===== src/rtl/alu.sv =====
// ---------------------------------------------------------------------------
// alu
// 32-bit integer ALU for the RV32I datapath. It executes one of eight
// operations selected by sel. The result and its sign bit are registered, so
// each result appears one cycle after its operands.
//
// There is no handshake. A new operation is accepted on every rising clk edge.
// Only the rs1/rs2/sel values present at that edge matter.
//
// Ports
//   clk  in   1   system clock; all state updates on the rising edge
//   rst  in   1   synchronous, active-high reset; clears sal and MSB
//   rs1  in   32  operand A
//   rs2  in   32  operand B; rs2[4:0] is the shift amount for shifts
//   sel  in   3   operation select (see alu_op_e)
//   sal  out  32  registered result
//   MSB  out  1   registered sign bit of the result (always equals sal[31])
// ---------------------------------------------------------------------------
module alu (
  input  logic        clk,
  input  logic        rst,
  input  logic [31:0] rs1,
  input  logic [31:0] rs2,
  input  logic [2:0]  sel,
  output logic [31:0] sal,
  output logic        MSB
);

  typedef enum logic [2:0] {
    OP_ADD = 3'd0,
    OP_SUB = 3'd1,
    OP_AND = 3'd2,
    OP_OR  = 3'd3,
    OP_XOR = 3'd4,
    OP_SLL = 3'd5,
    OP_SRL = 3'd6,
    OP_SRA = 3'd7
  } alu_op_e;

  logic [31:0] sal_d, sal_q;
  logic        msb_d, msb_q;
  logic [4:0]  shamt;

  // Shifts only look at the low five bits. Larger rs2 values wrap modulo 32.
  assign shamt = rs2[4:0];

  // All eight encodings are covered, so the case needs no default.
  // ADD and SUB wrap silently; the carry and borrow are dropped.
  always_comb begin
    sal_d = 32'd0;
    unique case (alu_op_e'(sel))
      OP_ADD: sal_d = rs1 + rs2;
      OP_SUB: sal_d = rs1 - rs2;
      OP_AND: sal_d = rs1 & rs2;
      OP_OR:  sal_d = rs1 | rs2;
      OP_XOR: sal_d = rs1 ^ rs2;
      OP_SLL: sal_d = rs1 << shamt;
      OP_SRL: sal_d = rs1 >> shamt;
      OP_SRA: sal_d = $unsigned($signed(rs1) >>> shamt);
    endcase
    msb_d = sal_d[31];
  end

  // Reset takes priority over any operation presented on the same edge.
  always_ff @(posedge clk) begin
    if (rst) begin
      sal_q <= 32'd0;
      msb_q <= 1'b0;
    end else begin
      sal_q <= sal_d;
      msb_q <= msb_d;
    end
  end

  assign sal = sal_q;
  assign MSB = msb_q;

endmodule


===== config.mk =====
export PLATFORM = sky130hd
export DESIGN_NAME = alu
export DESIGN_NICKNAME = d
export VERILOG_FILES = /design/src/rtl/alu.sv
export SDC_FILE = /design/constraint.sdc
export NUM_CORES = 1
export LEC_CHECK = 0
export CORE_ASPECT_RATIO = 0.5
export CORE_MARGIN = 4
export CORE_UTILIZATION = 25
export DETAILED_ROUTE_END_ITERATION = 10
export PLACE_DENSITY_LB_ADDON = 0.2
export SYNTH_ARGS = -nofsm -noshare
export SYNTH_HDL_FRONTEND = slang
export SYNTH_SLANG_ARGS = --single-unit

===== constraint.sdc =====
create_clock -name clk -period 5.5 [get_ports clk]
set_clock_uncertainty 0.1 [all_clocks]
set_input_delay 1.1 -clock clk [delete_from_list [all_inputs] [get_ports clk]]
set_output_delay 1.1 -clock clk [all_outputs]
set_load 0.05 [all_outputs]

==> results of run 1 <==
final timing paths:
check / depth (start not counted) / endpoint / slack (ns) / from
setup / recovery: 16 / sal[30] / 0.34 / sel[1]
hold / removal: 6 / sal[8] / 1.53 / sel[0]
layout make-up:
cell class	count	area share, %
inverters	80	2.89
multi-input cells	933	69.7
well taps	441	5.30
flip-flops and latches	32	6.16
clock buffers	5	1.20
clock inverters	3	0.180
repair buffers	172	14.6
worst max-delay path: stages:
cell and delay (ns):
clkdlybuf4s50_1 0.45, or2_2 0.38, nor2_1 0.45, buf_4 0.25, nor2_1 0.06, xnor2_1 0.13, ha_1 0.37, o21ai_0 0.14
o21ai_0 0.37, nand3_1 0.25, a41o_1 0.33, a211oi_1 0.29, buf_4 0.19, o21ai_0 0.14, mux2i_1 0.18, o311ai_0 0.14
report_power, final:
| part | switching [mW] | internal [mW] | leakage [nW] |
|---|---|---|---|
| combinational | 0.737 | 0.454 | 3.94 |
| clock | 0.131 | 0.167 | 0.0736 |
| sequential | 0.00703 | 0.259 | 0.266 |
| total | 0.876 | 0.880 | 4.28 |
routing by layer:
metal	part of all wire, %	GRT usage, %
met1	46	31.9
met2	42	32.4
met3	11	6.81
met4	1.5	3.67
met5	0.031	0
kinds of logic after synthesis:
family	count (synthesis)	synth area share (%)
compound gates	344	26.4
simple gates	339	18.2
buf+inv	164	8.14
mux	101	20.1
fa+ha+maj	98	14.4
xor+xnor	51	5.29
flops	32	7.46
placed cells by master (no fill, tap or decap), types with 12 or more instances in the layout:
cell type        instances
nor2_1                 134
nand2_1                 98
ha_1                    97
clkdlybuf4s50_1         95
o21ai_0                 84
inv_1                   76
a21oi_1                 76
buf_4                   72
mux4_2                  57
xnor2_1                 44
mux2i_1                 39
dfxtp_1                 32
nand3_1                 23
a211oi_1                21
a31oi_1                 20
a221oi_1                17
nor3_1                  15
a21o_1                  13
o31ai_1                 12
o22ai_1                 12
or3_1                   12
==> results, run 1 <==
- Once detail routing completed, the nets flagged for antenna violations numbered 0.
- In the synthesized netlist the dominant register cell turns out to be dfxtp_1.
- Of all flip-flops after synthesis, the portion carrying an async set or reset was 0%.
- The setup slack at placement is 0.138 ns.
- The final critical-path share of the clock period is 93.8%.
- The net count after synthesis is 1296.
- The fmax is 0.194 GHz.
- The overall die area is 0.0376 mm^2.
- The data arrival at the endpoint of the critical path is 5.22 ns.
- After synthesis, the cell types taking the most area are mux4_2 (15%), ha_1 (14%), dfxtp_1 (7.5%), nor2_1 (5.9%), o21ai_0 (4.9%).
- The library cell occupying the most area in the post-synthesis netlist is mux4_2.
- Routability-driven placement finished with a final weighted congestion of 0.941.
- CTS built an H-tree with a depth of 2.
- The count of endpoints failing hold in the final timing report came to 0.
- The remaining global-route overflow is 0.
- After detailed routing, the number of remaining DRC violations is 0.
- The cell area after synthesis is 0.00859 mm^2.
- The total of cells resized after clock tree synthesis is 0.
- The number of warnings reported in the yosys synthesis log is 0.
- The max-slew violation total from the final report is 0.
- The post-detailed-placement half-perimeter wirelength is 34000 um.
- The mean number of vias per cell is 5.73.
- The synthesized design devotes to its leading area cell type 14.9% of total area.
- The peak fanout along the critical path is 6.
- The top-level I/O count is 102.
- The number of iterations in the first detailed-routing pass is 5.
- The class of the most critical setup path is in -> reg.
- TritonCTS created 5 clock buffers.
- The max capacitance violation total is 0.
- The netlist uses 75 different library cells.
- The routed layout has 9541 vias.
- Among all cell types in the netlist, the one instantiated most often is nor2_1.
- The min-delay analysis places its worst path in the category in -> reg.
- Setup repair after global routing left no endpoint under its margin.
- In this run the horizontal extent of the chip is 270 um.
- After technology mapping, the gate count stands at 1129.
- The worst-case headroom to the max-slew limit is 34.4%.
- Summing all non-filler instances in the final layout gives an area of 0.0104 mm^2.
- The routed wire length is 42500 um.
- Once layout is complete, the cells apart from fillers number 1666.
- The number of global-route vias before repair is 9163.
- The post-layout utilization of the core is 31.1%.
- The post-placement cell area is 0.0103 mm^2.
- The initial antenna violation count is 1.
- The worst setup path is captured at a flip-flop.
- The TritonCTS clock tree is built.
- Ranked by instance count, the synthesized netlist is headed by nor2_1 (134), nand2_1 (98), ha_1 (97).
- The tightest hold path in the finished design has a slack of 1.53 ns.
- Each instance of the synthesized netlist takes up on average 7.61 um^2.
- Subtracting the final worst setup slack from the clock period gives 5.16 ns.
- The quantity of I/O buffers inserted on ports is 101.
- Entering global routing, the biggest net connects 71 pins.
- At the worst endpoint, the required time is 5.56 ns.
- The total routing resource utilization after global routing is 22.0%.
- The slew of the pin with the lowest slew margin is 0.977 ns.
- After detailed routing, the average wire length per cell comes to 25.5 um.
- The leakage power summed over all cells is 4.28 nW.
- The root buffer cell chosen for the clock tree is clkbuf_16.
- Counting flops and latches in the post-synthesis netlist gives 32.
- The overall power consumption is 1.76 mW.
- After the last flow step, the layout net total stands at 1391.
- The effective utilization at floorplan is 25.7%.
- The share of cells above drive strength 1 is 13.8%.
- The setup fix buffers added after clock tree synthesis is 0.
- The number of hold buffers added after CTS was 0.
- The number of flops mapped to enable cells by yosys is 0.
- Sequential cells were found to cover 7.46% of the synthesized design area.
- The final critical-path setup slack is 0.342 ns.
- The flow ran to the end, and the final reports show no timing, DRC or antenna violations.
- The global-route wire length before repair is 62800 um.
- From bottom edge to top edge, the die measures 139 um.
- Power spread over the standard cell area amounts to 169 mW/mm^2.
- The footprint of the flip-flops and latches is 641 um^2.
- The layout has 3610 filler cells.
- For this block, the initial DRC count from the detailed router was 1180.
- Summing all multi-input logic gate instances after layout gives 0.00725 mm^2.
- The row count is 47.
- The final antenna diode count is 0.
- STA classifies the critical path startpoint as an input pin.
- The register with the most flip-flops in the layout has 32 of them.
- The number of sinks handled by clock tree synthesis is 32.
- In the final timing run, aggregate negative setup slack is 0 ns.
- After clock tree synthesis, the clock-pin slew on the worst setup and hold paths is 0.06 ns.
- The number of placed instances, taps included is 1658.
- The buffer depth of the longest clock path is 2.
- Setup violations remaining at the end of the flow were counted as 0.
- The core area is 0.0335 mm^2.
- The maximum vdd drop is 112 uV.
- The area growth from synthesis to layout is 21.2%.
Note: power is estimated with default switching activity, not from simulation.
==> run 2: changes to the inputs <==
TNS_END_PERCENT = 1   (was not set)
==> results of run 2 <==
No change in the layout: final DEF, timing and power equal those of run 1.
